## src/rtl/led_pattern_gen_if.sv

```systemverilog
// led_pattern_gen_if: control and display bundle for led_pattern_gen.
//   en    : run enable (prescaler counts while high)
//   div   : step period in clk cycles (0 behaves as 1)
//   mode  : 0 binary, 1 rotate, 2 bounce, 3 Gray
//   dir   : 0 up/left, 1 down/right (ignored in bounce)
//   step  : manual advance, honoured only while en=0
//   led   : registered pattern output
//   tick  : one-cycle pulse on each advance
//   wrap  : one-cycle pulse when an advance completes a full pattern cycle
// master drives the controls and observes the display; slave is the generator.
interface led_pattern_gen_if #(
  parameter int LED_W = 8,
  parameter int DIV_W = 32
);
  logic             en;
  logic [DIV_W-1:0] div;
  logic [1:0]       mode;
  logic             dir;
  logic             step;
  logic [LED_W-1:0] led;
  logic             tick;
  logic             wrap;

  modport master (
    output en, div, mode, dir, step,
    input  led, tick, wrap
  );

  modport slave (
    input  en, div, mode, dir, step,
    output led, tick, wrap
  );
endinterface

```

## src/rtl/led_pattern_gen.sv

```systemverilog
// led_pattern_gen: LED pattern generator for board bring-up and status display.
// A programmable prescaler produces step ticks; each tick advances the pattern
// in binary-count, rotating one-hot, bounce (scanner) or Gray-count mode.
//   clk : clock
//   rst : synchronous, active-high reset
//   bus : led_pattern_gen_if.slave (en, div, mode, dir, step in; led, tick, wrap out)
module led_pattern_gen #(
  parameter int LED_W = 8,
  parameter int DIV_W = 32
) (
  input logic              clk,
  input logic              rst,
  led_pattern_gen_if.slave bus
);

  typedef enum logic [1:0] {
    MODE_BIN  = 2'd0,
    MODE_ROT  = 2'd1,
    MODE_BNC  = 2'd2,
    MODE_GRAY = 2'd3
  } mode_t;

  typedef enum logic {
    BDIR_UP   = 1'b0,
    BDIR_DOWN = 1'b1
  } bdir_t;

  localparam logic [LED_W-1:0] ONE = LED_W'(1);

  // Count modes start from zero; one-hot modes start with the LSB lit.
  function automatic logic [LED_W-1:0] seed(mode_t m);
    return (m == MODE_ROT || m == MODE_BNC) ? ONE : '0;
  endfunction

  // Gray mode shows the Gray code of the binary counter held in pat.
  function automatic logic [LED_W-1:0] display(mode_t m, logic [LED_W-1:0] p);
    return (m == MODE_GRAY) ? (p ^ (p >> 1)) : p;
  endfunction

  logic [DIV_W-1:0] cnt_q, cnt_d;
  logic [LED_W-1:0] pat_q, pat_d;
  logic [LED_W-1:0] led_q, led_d;
  bdir_t            bdir_q, bdir_d;
  mode_t            mode_q, mode_d;
  logic             tick_q, tick_d;
  logic             wrap_q, wrap_d;

  mode_t            mode_in;
  logic [DIV_W-1:0] div_eff;
  logic             at_term;
  logic             advance;

  assign mode_in = mode_t'(bus.mode);
  assign div_eff = (bus.div == '0) ? DIV_W'(1) : bus.div;
  assign at_term = (cnt_q >= div_eff - DIV_W'(1));

  // NOTE: every signal assigned here gets a default first, so no path leaves
  // a value unassigned and no latch is inferred.
  always_comb begin
    cnt_d   = cnt_q;
    pat_d   = pat_q;
    bdir_d  = bdir_q;
    mode_d  = mode_q;
    tick_d  = 1'b0;
    wrap_d  = 1'b0;
    advance = 1'b0;

    if (mode_in != mode_q) begin
      // Mode switch restarts the pattern and the prescaler; en/step ignored.
      mode_d = mode_in;
      pat_d  = seed(mode_in);
      bdir_d = BDIR_UP;
      cnt_d  = '0;
    end else begin
      if (bus.en) begin
        if (at_term) begin
          cnt_d   = '0;
          advance = 1'b1;
        end else begin
          cnt_d = cnt_q + DIV_W'(1);
        end
      end else begin
        advance = bus.step;
      end

      if (advance) begin
        tick_d = 1'b1;
        case (mode_q)
          MODE_ROT: begin
            pat_d  = bus.dir ? {pat_q[0], pat_q[LED_W-1:1]}
                             : {pat_q[LED_W-2:0], pat_q[LED_W-1]};
            wrap_d = (pat_d == ONE);
          end
          MODE_BNC: begin
            if (bdir_q == BDIR_UP) begin
              pat_d = pat_q << 1;
              if (pat_d[LED_W-1]) bdir_d = BDIR_DOWN;
            end else begin
              pat_d = pat_q >> 1;
              if (pat_d[0]) begin
                bdir_d = BDIR_UP;
                wrap_d = 1'b1;
              end
            end
          end
          default: begin  // MODE_BIN and MODE_GRAY share the binary counter
            if (bus.dir) begin
              pat_d  = pat_q - ONE;
              wrap_d = (pat_q == '0);
            end else begin
              pat_d  = pat_q + ONE;
              wrap_d = (pat_q == '1);
            end
          end
        endcase
      end
    end

    led_d = display(mode_d, pat_d);
  end

  // NOTE: state registers use non-blocking assignments so every register
  // samples pre-edge values regardless of statement order.
  always_ff @(posedge clk) begin
    if (rst) begin
      cnt_q  <= '0;
      mode_q <= mode_in;
      pat_q  <= seed(mode_in);
      bdir_q <= BDIR_UP;
      led_q  <= display(mode_in, seed(mode_in));
      tick_q <= 1'b0;
      wrap_q <= 1'b0;
    end else begin
      cnt_q  <= cnt_d;
      mode_q <= mode_d;
      pat_q  <= pat_d;
      bdir_q <= bdir_d;
      led_q  <= led_d;
      tick_q <= tick_d;
      wrap_q <= wrap_d;
    end
  end

  assign bus.led  = led_q;
  assign bus.tick = tick_q;
  assign bus.wrap = wrap_q;

endmodule

```

## src/flat_wrapper.sv

```systemverilog
// flat-port wrapper written by rule: the top's interface ports become plain ports
module led_pattern_gen_flat 
#(
  parameter int LED_W = 8,
  parameter int DIV_W = 32
)
  (clk, rst, bus_en, bus_div, bus_mode, bus_dir, bus_step, bus_led, bus_tick, bus_wrap);
  led_pattern_gen_if #(.LED_W(LED_W), .DIV_W(DIV_W)) bus_i ();
  input logic clk;
  input logic rst;
  input wire logic [$bits(bus_i.en)-1:0] bus_en;
  input wire logic [$bits(bus_i.div)-1:0] bus_div;
  input wire logic [$bits(bus_i.mode)-1:0] bus_mode;
  input wire logic [$bits(bus_i.dir)-1:0] bus_dir;
  input wire logic [$bits(bus_i.step)-1:0] bus_step;
  output wire logic [$bits(bus_i.led)-1:0] bus_led;
  output wire logic [$bits(bus_i.tick)-1:0] bus_tick;
  output wire logic [$bits(bus_i.wrap)-1:0] bus_wrap;
  assign bus_i.en = bus_en;
  assign bus_i.div = bus_div;
  assign bus_i.mode = bus_mode;
  assign bus_i.dir = bus_dir;
  assign bus_i.step = bus_step;
  assign bus_led = bus_i.led;
  assign bus_tick = bus_i.tick;
  assign bus_wrap = bus_i.wrap;
  led_pattern_gen #(.LED_W(LED_W), .DIV_W(DIV_W)) u_core (.clk(clk), .rst(rst), .bus(bus_i));
endmodule
```

## config.mk

```make
export PLATFORM = sky130hd
export DESIGN_NAME = led_pattern_gen_flat
export DESIGN_NICKNAME = d
export VERILOG_FILES = /design/src/rtl/led_pattern_gen_if.sv /design/src/rtl/led_pattern_gen.sv /design/src/flat_wrapper.sv
export SDC_FILE = /design/constraint.sdc
export NUM_CORES = 1
export LEC_CHECK = 0
export ABC_CLOCK_PERIOD_IN_PS = 7000
export BUFFER_PORTS_ARGS = -buffer_cell sky130_fd_sc_hd__buf_2
export CORE_MARGIN = 1.5
export CORE_UTILIZATION = 62
export CTS_BUF_LIST = sky130_fd_sc_hd__clkbuf_8
export DETAILED_ROUTE_END_ITERATION = 8
export PLACE_DENSITY = 0.9
export SKIP_LAST_GASP = 1
export SLEW_MARGIN = 20
export SYNTH_ARGS = -nofsm -noshare
export SYNTH_HDL_FRONTEND = slang
export SYNTH_SLANG_ARGS = --single-unit
```

## constraint.sdc

```tcl
create_clock -name clk -period 7 [get_ports clk]
set_clock_uncertainty 0.1 [all_clocks]
set_input_delay 0.7 -clock clk [delete_from_list [all_inputs] [get_ports clk]]
set_output_delay 0.7 -clock clk [all_outputs]
set_load 0.02 [all_outputs]
```

==> results summary, run 1 <==
The first global-routing pass estimated approximately 19,000 um of wire. The critical path is of the in -> reg type. The tightest min-delay check is of the reg -> reg type.

The number of pins with negative max-slew slack in the final report came out at 0. The largest individual stage delay along the critical path comes from the cell or2_2. Synthesis produced a netlist with a net count of 688. The initial utilization of the core area, before any placement, comes to between 60% and 70%.

The worst setup path is launched from an input pin. The count of maximum capacitance violations is 0. The via-per-instance ratio is 6.16.

The number of nets with antenna violations after routing is 0. The post-synthesis async set-or-reset flop share is 0%. On the worst path, the slowest cell contributes a delay of 0.56 ns.

The met2 track utilization from global routing came out at ~52%. The die span in x is ~89 um. The routing usage on met3 came out at 3.26%. Counting buffers and inverters, the worst setup path is 22 cells deep.

The floorplan has 31 rows. The count of mapped cells out of synthesis is 606. The netlist uses 64 different library cells.

The startpoint identified for the worst register-to-register timing path is u_core.cnt_q[0]$_SDFFE_PP0P_. The total via count in the routed design is roughly 4,500. Following the worst setup path forward leads to its endpoint at u_core.cnt_q[29]$_SDFFE_PP0P_. The initial antenna violation count is 0. The primary flip-flop cell chosen by synthesis mapping is dfxtp_1. The area growth from synthesis to final layout is 7.55%. The final count of negative-setup-slack endpoints is 0. The wire length reported by the detailed router came out at approximately 11,000 um. The final-stage net count is just over 700. The deepest clock path buffer count is 2. The count of inserted antenna diode cells is 0. The synthesized netlist occupies a cell area of ~4600 um2. The die height came out at around 90 um. The I/O pin count came out at 49. The signal arrival time at the worst endpoint came out at between 6 and 7 ns. The length in cells of the worst reg-to-reg path came out at 10.

Routability-driven placement finished with a final weighted congestion of about 0.92. The sum of net half-perimeters after detailed placement is roughly 8400 um. The maximum frequency from static timing analysis came out at around 160 MHz. The length of the first detailed-routing pass in iterations came out at 5.

The maximum ir drop on the vdd rail is 0.106 mV. Walking the worst path, the cells encountered are buf_2, or4_4, or4b_4, nor3_4, and4b_4, a21oi_2, ha_1, nand2_1, or3_1, nor3_1, and2_2, nand2_1, nor3_1, xnor2_1, ha_1, nand4_1, nor4_1, a21boi_1, or2_2, o21ai_0, a21oi_1, nor2_1. The number of global-route vias before repair was between 4,000 and 5,000. The pin count of the biggest net entering global routing is 38. The clock-pin slew reported for the worst setup and hold paths after clock tree synthesis is 0.10 ns.

The final routed wire length divided by cell count came out at approximately 15 um. The required time at the worst-slack endpoint is ~7 ns. The count of buffering cells on the critical path with inverters included is 1. The number of CTS-inserted buffers is 5. The number of hold-slack violations in the final timing report is 0. The DRC violation count after routing is 0. The capturing element type of the critical path is a register. The utilization after layout is slightly below 70%.

The capturing point of the worst reg2reg path is u_core.bus.led[1]$_SDFF_PP0_. The CTS sink count came out at 52. The fraction of layout cells with a size suffix above 1 is a little over an eighth.

The post-route setup TNS is 0 ns. In this run the post-CTS setup repair buffer count came out at 0. For this design the ratio of total power to cell area is roughly 130 nW/um2.

The mean post-synth cell area came out at about 7.5 um2. The TritonCTS clock tree is yes. The Yosys step of the flow raised 0 warnings. The register area share after synthesis came out at between 20 and 25%. The number of violations reported at the end of detailed-routing iteration 0 is about 350. Setup repair after global routing left no endpoint under its margin. The flop-to-flop setup slack came out at 3.79 ns. The area of the die came out at roughly 7900 um2. During placement, the flow inserted port buffers numbering 48. The largest driver fanout on the critical path came out at 37. After global routing, the most crowded layer is met2. The worst path needs around 6 ns of the cycle, external delays included.

The number of gates resized after cts is 0. The normalized max-slew margin came out at approximately 34%. The leakage power of the design is roughly 1.9 nW. The number of synthesized flops with an enable pin is 0. The number of buffers added to fix hold violations after cts is 0. The synthesized flop and latch total is between 50 and 60. The fraction of the cycle the final worst path needs is approximately 87%. The cell sitting at the root of the clock tree is a clkbuf_8. The actual transition at the worst max-transition pin came out at 0.979 ns. The startpoint of the most critical setup path is bus_div[11]. The clock reaches the later pin of the worst-skew pair after a little over 0.3 ns. The run finished with clean final reports.

The met1 routing resource usage after global routing came out at 37.1%. The placeable core area came out at ~7200 um2. The global route total overflow came out at 0. Across every metal layer, demand over resource in global routing totals 29.2%. The H-tree depth reported by CTS is 2. The kind of cell adding the most delay to the critical path is simple AND/OR/NAND/NOR gates.
-- state kept, by name, indices dropped and copies added (netlist names) --
name and flops:
u_core.pat_q 8, u_core.mode_q 2, u_core.bdir_q 1, u_core.bus.led 7
u_core.bus.wrap 1, u_core.bus.tick 1, u_core.cnt_q 32
-- routing by layer --
metal	share of wire [%]	vias to the layer above
li1	-	2254
met1	44	2097
met2	50	136
met3	5.5	15
met4	1.3	0
met5	0	-
-- logic make-up after synthesis --
group	after synthesis	synth area share, %
buffers and inverters	54	4.59
muxes	24	5.52
AOI/OAI and AO/OA	132	17.8
DFF	52	22.9
xor gates and xnor gates	41	7.88
adders and majority gates	43	12.0
and+or+nand+nor	260	29.4
-- cells in the final DEF (no fill, tap or decap), types with 5 or more instances in the layout --
cell type,count
dfxtp_1,52
clkbuf_8,5
nor4_1,15
nand2_1,64
and3_1,10
or3_1,10
xor2_1,17
nand4_1,15
xnor2_1,24
o21ai_0,36
mux2i_1,15
nand3_1,19
mux2_2,9
inv_1,22
a22oi_1,7
ha_1,42
nor3b_1,6
buf_2,48
a31oi_1,5
a21oi_1,46
nand3b_1,11
nor3_1,25
nor2_1,62
-- worst min-delay path by stage --
stage / startpoint / to / cells after the start
after floorplan: u_core.cnt_q[22]$_SDFFE_PP0P_ / u_core.cnt_q[22]$_SDFFE_PP0P_ / 2
after global placement: u_core.cnt_q[22]$_SDFFE_PP0P_ / u_core.cnt_q[22]$_SDFFE_PP0P_ / 2
after detailed placement: u_core.cnt_q[18]$_SDFFE_PP0P_ / u_core.cnt_q[18]$_SDFFE_PP0P_ / 2
after CTS: u_core.cnt_q[18]$_SDFFE_PP0P_ / u_core.cnt_q[18]$_SDFFE_PP0P_ / 2
after global routing: u_core.cnt_q[22]$_SDFFE_PP0P_ / u_core.cnt_q[22]$_SDFFE_PP0P_ / 2
final: u_core.cnt_q[18]$_SDFFE_PP0P_ / u_core.cnt_q[18]$_SDFFE_PP0P_ / 2
-- metrics by stage --
stage / total power, W / instances / worst slack [ns] / area (um2) / hold slack, ns
5_1_grt: 0.000656 / 731 / 0.585 / 4900 / 0.420
4_1_cts: 0.000623 / 731 / 0.963 / 4900 / 0.396
6_report: 0.000623 / 731 / 0.913 / 4900 / 0.399
2_1_floorplan: 0.000410 / 606 / 1.46 / 4560 / 0.349
3_5_place_dp: 0.000451 / 723 / 0.657 / 4810 / 0.380
3_3_place_gp: 0.000444 / 723 / 0.890 / 4810 / 0.367
-- cell type report --
cell class / count / area (um2)
Clock inverter: 3 / 22.5
Tap cell: 99 / 124
Clock buffer: 5 / 68.8
Fill cell: 594 / 2280
Timing Repair Buffer: 50 / 255
Inverter: 22 / 82.6
Multi-Input combinational cell: 500 / 3310
Sequential cell: 52 / 1040
-- where the power goes --
part           total (W)  internal, W  switching (W)
sequential      0.000307     0.000300     0.00000676
clock           0.000177    0.0000719       0.000105
combinational   0.000139    0.0000546      0.0000846
-- cells in the mapped netlist (2+ instances only) --
cell	instances	area [um2]
a211oi_1	4	30.0
a21oi_1	46	230
a221o_1	2	20.0
a22oi_1	7	52.6
a311oi_1	4	35.0
a31oi_1	5	31.3
a41oi_1	2	17.5
and3_1	10	62.6
buf_1	2	7.51
buf_2	2	10.0
clkbuf_1	27	101
dfxtp_1	52	1040
ha_1	42	526
inv_1	22	82.6
mux2_2	9	101
mux2i_1	15	150
nand2_1	64	240
nand2b_1	4	25.0
nand3_1	19	95.1
nand3b_1	11	82.6
nand4_1	15	93.8
nor2_1	62	233
nor2b_1	3	18.8
nor3_1	25	125
nor3_2	2	20.0
nor3b_1	6	45.0
nor4_1	15	93.8
o2111ai_1	2	17.5
o211ai_1	4	30.0
o21a_1	2	15.0
o21ai_0	36	180
o22ai_1	4	25.0
or2_2	2	12.5
or3_1	10	62.6
xnor2_1	24	210
xor2_1	17	149
-- worst reg2reg max path: stages, from the launching register on --
cell,delay [ns]
dfxtp_1,0.39
inv_1,0.09
ha_1,0.29
nand2b_1,0.14
a2111o_1,0.42
a41oi_1,0.33
a21oi_1,0.19
nor2_4,0.46
mux2i_1,0.19
nor2_1,0.15
mux2_2,0.35
Note: power is estimated with default switching activity, not from simulation.
==> inputs of run 2 (changes only) <==
- CORE_UTILIZATION: 62 -> 60
- CTS_BUF_LIST: sky130_fd_sc_hd__clkbuf_8 -> sky130_fd_sc_hd__clkbuf_4 sky130_fd_sc_hd__clkbuf_8 sky130_fd_sc_hd__clkbuf_16
- PLACE_DENSITY: 0.9 -> 0.87
==> results summary, run 2 (synthesis results as in run 1) <==
The delay of the slowest cell on the worst path came to 0.57 ns (about the same). The clock-pin slew reported for the worst setup and hold paths after clock tree synthesis came out at 0.09 ns (about the same). The flop-to-flop setup slack is 3.82 ns (+0.03 ns). The count of inserted antenna diode cells came out at 0 (unchanged).

The wire length reported by the detailed router is 10,800 um (-1.7%). The number of violations reported at the end of detailed-routing iteration 0 came out at 260 (-25%). STA classifies the critical path endpoint as a register. The signal arrival time at the worst endpoint is 6.17 ns (about the same). The slowest stage of the critical path belongs to the cell or2_2.

The launch point of the worst hold path is u_core.cnt_q[22]$_SDFFE_PP0P_. The weighted congestion at the end of routability-driven global placement is 0.905 (-1.8%). TritonCTS built the clock tree. The fraction of power consumed by combinational cells is 21.3% (-1.0 points).

The die height came out at 90.1 um (+1.6%). The final routed wire length divided by cell count came out at 14.8 um (-1.7%). In this run the critical register-to-register path is captured at u_core.cnt_q[7]$_SDFFE_PP0P_. The library cell used most frequently in the layout, excluding fill and tap cells, is nand2_1. The normalized max-slew margin is 34.0% (-0.18 points). The post-route setup TNS came out at 0 ns (unchanged).

The final count of negative-setup-slack endpoints is 0 (unchanged). The total global-route track usage is 27.1% (-2.1 points). The global-route wire length before repair is 18,800 um (+1.4%). The CTS sink count came out at 52 (unchanged).

The via-per-instance ratio was 6.12 (-0.69%). The cell at the root of the clock tree is clkbuf_8. The run finished with clean final reports. The die span in x is 90.1 um (+1.6%). The number of rows in the core area came out at 31 (unchanged). The global route total overflow came out at 0 (unchanged). The required time at the worst-slack endpoint is 7.10 ns (+0.02 ns). The maximum ir drop on the vdd rail is 0.135 mV (+27%).

The sum of net half-perimeters after detailed placement came out at 8270 um (-1.3%). The number of nets with antenna violations after routing came out at 0 (unchanged). The I/O pin count is 49 (unchanged).

The portion of total power attributed to sequential cells came out at 46.8% (-2.5 points). The number of CTS-inserted buffers is 5 (unchanged). The clock period minus final worst setup slack is 6.07 ns (-0.0138 ns).

The total net switching power came out at 0.000190 W (-3.3%). The area used by sequential logic in the layout is 1040 um2 (unchanged). The origin of the critical flop-to-flop path is u_core.cnt_q[0]$_SDFFE_PP0P_. The placeable core area came out at 7290 um2 (+1.6%). The actual transition at the worst max-transition pin was 0.982 ns (+0.00262 ns). The insertion delay to the later sink of the worst-skew pair is 0.31 ns (about the same). The utilization after layout is 67.5% (-0.82 points). The fraction of layout cells with a size suffix above 1 is 13.3% (unchanged). The worst setup path is launched from an input pin.

The buffer count from post-CTS setup fixing is 0 (unchanged). The DRC violation count after routing was 0 (unchanged). The net switching share of the total power is 29.0% (-2.5 points). The total power per unit cell area came out at 133 nW/um2 (+4.6%). The count of port buffers added during placement is 48 (unchanged).

The largest driver fanout on the critical path is 37 (unchanged). The internal power is 0.000465 W (+8.9%). The worst min-delay path category is reg -> reg. The leakage power of the design is 1.89 nW (+0.54%). For hold timing, the worst endpoint is u_core.cnt_q[22]$_SDFFE_PP0P_. The fraction of the cycle the final worst path needs is 86.8% (-0.20 points).

The initial antenna violation count came to 0 (unchanged). The starting utilization of the core area is 62.5% (-1.0 points). The length of the first detailed-routing pass in iterations came to 5 (unchanged). The length in cells of the worst reg-to-reg path came out at 10 (unchanged). The area of the multi-input gates is 3310 um2 (unchanged). The number of buffers added to fix hold violations after cts came out at 0 (unchanged). The H-tree depth reported by CTS is 2 (unchanged). Setup repair after global routing left no endpoint under its margin. Tracing the worst setup path back leads to its startpoint at bus_div[11]. The critical path goes through buf_2, or4_4, or4b_4, nor3_4, and4b_4, a21oi_2, ha_1, nand2_1, or3_1, nor3_1, and2_2, nand2_1, nor3_1, xnor2_1, ha_1, nand4_1, nor4_1, a21boi_1, or2_2, o21ai_0, a22oi_1, nor2_1. The number of pins with negative max-slew slack in the final report was 0 (unchanged).

The type of the setup path with the least slack is in -> reg. The number of cells on the worst hold path came out at 2 (unchanged). The number of global-route vias before repair is 4,278 (+1.9%). The number of hold-slack violations in the final timing report came out at 0 (unchanged). The count of maximum capacitance violations is 0 (unchanged). The maximum frequency from static timing analysis came out at 165 MHz (+0.23%).

The total via count in the routed design is 4,471 (-0.69%). The filler-free cell count of the finished design came to 731 (unchanged). The pin count of the biggest net entering global routing is 38 (unchanged). The total of fill cells in the finished design came to 623 (+4.9%). The library cells used most frequently in the layout, excluding fill and tap cells, are nand2_1, nor2_1, dfxtp_1, buf_2, a21oi_1. The part of the total power dissipated in the clock network came to 31.8% (+3.4 points). The flip-flop count of the largest register after layout is 32 (unchanged).

The deepest clock path buffer count is 2 (unchanged). The area growth from synthesis to final layout came out at 7.99%. The area of the die is 8120 um2 (+3.2%). The final-stage net count was 713 (unchanged). The register containing the most flip-flops in the final layout is u_core.cnt_q. The count of placed standard cells including taps is 723 (unchanged).

The number of gates resized after cts is 0 (unchanged).
==> run 2: changes by cell type in the layout (fill, tap and decap cells not counted) <==
cell       before  now
clkinv_4        1    0
bufinv_16       0    1
clkbuf_4        0    1
inv_6           1    0
==> run 2: worst max path at each step <==
stage,endpoint,slack (ns),depth (start not counted)
after floorplan,u_core.cnt_q[11]$_SDFFE_PP0P_,1.46,24
after global placement,u_core.cnt_q[9]$_SDFFE_PP0P_,0.93,22
after detailed placement,u_core.cnt_q[9]$_SDFFE_PP0P_,0.63,22
after CTS,u_core.cnt_q[9]$_SDFFE_PP0P_,0.96,22
after global routing,u_core.cnt_q[21]$_SDFFE_PP0P_,0.51,22
final,u_core.cnt_q[9]$_SDFFE_PP0P_,0.93,22
==> run 2: power by group through the flow <==
stage	clock, W	sequential [W]	combinational [W]
finish	0.000209	0.000307	0.000140
detailed placement	0	0.000314	0.000137
CTS	0.000209	0.000307	0.000138
global placement	0	0.000313	0.000132
global route	0.000218	0.000308	0.000156
floorplan	0	0.000312	0.0000975
==> run 2: final cells by class <==
cell class,instances,area share (%)
clock buffers,6,1.55
repair buffers,50,5.19
clock inverters,2,0.712
multi-input cells,500,67.2
well taps,99,2.52
inverters,22,1.68
flip-flops and latches,52,21.2
==> run 2: stage by stage <==
step	hold WS (ns)	area (um2)	power, W	worst slack, ns
after floorplan	0.349	4560	0.000410	1.46
after global placement	0.367	4810	0.000445	0.927
after detailed placement	0.375	4810	0.000451	0.629
after CTS	0.390	4920	0.000654	0.957
after global routing	0.410	4920	0.000681	0.510
final	0.395	4920	0.000655	0.927
==> run 2: critical path, delay by kind of cell <==
family / cells / cell delay (ns)
XOR/XNOR: 1 / 0.13
AO/OA/AOI/OAI: 4 / 0.90
AND/OR/NAND/NOR: 14 / 3.77
buffers and inverters: 1 / 0.12
adder cells (fa/ha/maj): 2 / 0.54
==> run 2: routing by layer <==
metal | vias up | global-route usage, % | routed length, um
li1 | 2250 | - | -
met3 | 17 | 3.13 | 519
met1 | 2070 | 34.2 | 4840
met2 | 134 | 48.3 | 5340
met5 | - | 0 | 0
met4 | 0 | 7.67 | 157
==> inputs of run 3 (changes only) <==
- GPL_TIMING_DRIVEN: unset -> 1
- PLACE_DENSITY: 0.87 -> 0.81
==> results summary, run 3 (synthesis results as in run 1) <==
The total global-route track usage came out at 27.9% (+0.83 points). The DRC violation count after routing came to 0 (unchanged). The number of gates resized after cts came out at 0 (unchanged). TritonCTS built the clock tree. The post-route setup TNS came out at 0 ns (unchanged).

The maximum frequency from static timing analysis came out at 170 MHz (+3.3%). The number of rows in the core area came out at 31 (unchanged). Leaving out fill and tap cells, the most frequent cell in the layout is nand2_1. The sum of net half-perimeters after detailed placement came out at 8480 um (+2.5%). The flip-flop count of the largest register after layout is 32 (unchanged). In this run the worst hold path is classified as reg -> reg. The root buffer cell chosen for the clock tree is clkbuf_8. The number of hold-slack violations in the final timing report was 0 (unchanged). In the layout the commonest cells are nand2_1, nor2_1, dfxtp_1, buf_2, a21oi_1.

The number of violations reported at the end of detailed-routing iteration 0 is 369 (+42%). The clock period minus final worst setup slack came out at 5.88 ns (-0.193 ns). The global-route wire length before repair is 19,100 um (+1.9%). The signal arrival time at the worst endpoint was 5.98 ns (-0.19 ns). The leakage power of the design is 1.88 nW (-0.20%). The CTS sink count is 52 (unchanged).

The length of the first detailed-routing pass in iterations is 5 (unchanged). The H-tree depth reported by CTS came out at 2 (unchanged). The final routed wire length divided by cell count came out at 15.4 um (+3.4%). The total power per unit cell area was 134 nW/um2 (+0.93%). The area of the die is 8120 um2 (unchanged).

The placeable core area was 7290 um2 (unchanged). The fraction of layout cells with a size suffix above 1 came out at 13.3% (unchanged). The deepest clock path buffer count is 2 (unchanged). Counting flops per register, the top entry is u_core.cnt_q. The number of pins with negative max-slew slack in the final report is 0 (unchanged). The starting utilization of the core area came out at 62.5% (unchanged).

The utilization after layout is 67.5% (about the same). The largest driver fanout on the critical path is 37 (unchanged). The final-stage net count came out at 713 (unchanged). The total via count in the routed design is 4,490 (+0.42%). The pin count of the biggest net entering global routing came out at 38 (unchanged). The weighted congestion at the end of routability-driven global placement is 0.959 (+6.0%). The insertion delay to the later sink of the worst-skew pair is 0.31 ns (about the same). The worst setup path is of the in -> reg kind.

The count of port buffers added during placement came out at 48 (unchanged). The die span in x was 90.1 um (unchanged). The number of nets with antenna violations after routing is 0 (unchanged).

The final count of negative-setup-slack endpoints came out at 0 (unchanged). The normalized max-slew margin came out at 35.1% (+1.1 points). The clock-pin slew reported for the worst setup and hold paths after clock tree synthesis is 0.10 ns (about the same). The required time at the worst-slack endpoint was 7.10 ns (about the same). The initial antenna violation count came to 0 (unchanged). The via-per-instance ratio came out at 6.14 (+0.42%). The actual transition at the worst max-transition pin came out at 0.966 ns (-0.0159 ns). The run finished with clean final reports. The number of buffers added to fix hold violations after cts came out at 0 (unchanged). STA classifies the critical path startpoint as an input pin. The maximum ir drop on the vdd rail is 0.0846 mV (-37%).

The capturing element type of the critical path is a register. The area growth from synthesis to final layout came out at 8.07% (about the same). The count of maximum capacitance violations is 0 (unchanged). The global route total overflow came out at 0 (unchanged). The number of CTS-inserted buffers came to 5 (unchanged). The number of global-route vias before repair was 4,174 (-2.4%). The wire length reported by the detailed router is 11,200 um (+3.4%). The count of inserted antenna diode cells is 0 (unchanged). The die height came to 90.1 um (unchanged). The buffer count from post-CTS setup fixing is 0 (unchanged).

Setup repair after global routing left no endpoint under its margin. The fraction of the cycle the final worst path needs came out at 84.0% (-2.8 points). The I/O pin count came out at 49 (unchanged).
-- run 3: cell count changes in the layout (fill, tap and decap cells not counted) --
| cell | change |
|---|---|
| clkinv_2 | -1 |
| clkbuf_4 | -1 |
| clkinvlp_4 | +1 |
| inv_6 | +1 |
-- run 3: final cells by class --
type | instances | area [um2]
Fill cell | 663 | 2370
Clock inverter | 3 | 46.3
Sequential cell | 52 | 1040
Clock buffer | 5 | 68.8
Tap cell | 99 | 124
Inverter | 22 | 82.6
Timing Repair Buffer | 50 | 255
Multi-Input combinational cell | 500 | 3310
-- run 3: layer usage --
layer	GRT usage, %	wire (um)
met1	36.7	5180
met2	49.1	5460
met3	3.21	493
met4	5.95	94
met5	0	0
-- run 3: path summary, 6_finish.rpt --
kind	endpoint	cells past startpoint	slack, ns	start
max	u_core.cnt_q[9]$_SDFFE_PP0P_	22	1.12	bus_div[11]
min	u_core.cnt_q[22]$_SDFFE_PP0P_	2	0.41	u_core.cnt_q[22]$_SDFFE_PP0P_
min reg2reg	u_core.cnt_q[22]$_SDFFE_PP0P_	2	0.41	u_core.cnt_q[22]$_SDFFE_PP0P_
max reg2reg	u_core.bus.led[2]$_SDFF_PP0_	10	3.76	u_core.cnt_q[0]$_SDFFE_PP0P_
-- run 3: power breakdown --
part,switching (W),internal (W),leakage [nW],total (W)
combinational,0.0000861,0.0000544,1.41,0.000140
sequential,0.00000651,0.000300,0.421,0.000307
clock,0.000106,0.000108,0.0548,0.000214
-- run 3: critical path: stages --
cell and delay (ns):
buf_2 0.12, or4_4 0.56, or4b_4 0.54, nor3_4 0.18, and4b_4 0.30, a21oi_2 0.10
ha_1 0.22, nand2_1 0.10, or3_1 0.21, nor3_1 0.13, and2_2 0.23, nand2_1 0.15
nor3_1 0.08, xnor2_1 0.13, ha_1 0.31, nand4_1 0.16, nor4_1 0.38, a21boi_1 0.34
or2_2 0.56, o21ai_0 0.19, a22oi_1 0.21, nor2_1 0.05
-- run 3: stage by stage --
stage               area [um2]  setup WS [ns]  instances  hold WS, ns  power, W
finish                    4920           1.12        731        0.410  0.000661
global route              4920          0.743        731        0.446  0.000692
CTS                       4920           1.14        731        0.405  0.000661
detailed placement        4810          0.814        723        0.390  0.000451
global placement          4810           1.02        723        0.379  0.000446
floorplan                 4560           1.46        606        0.349  0.000410
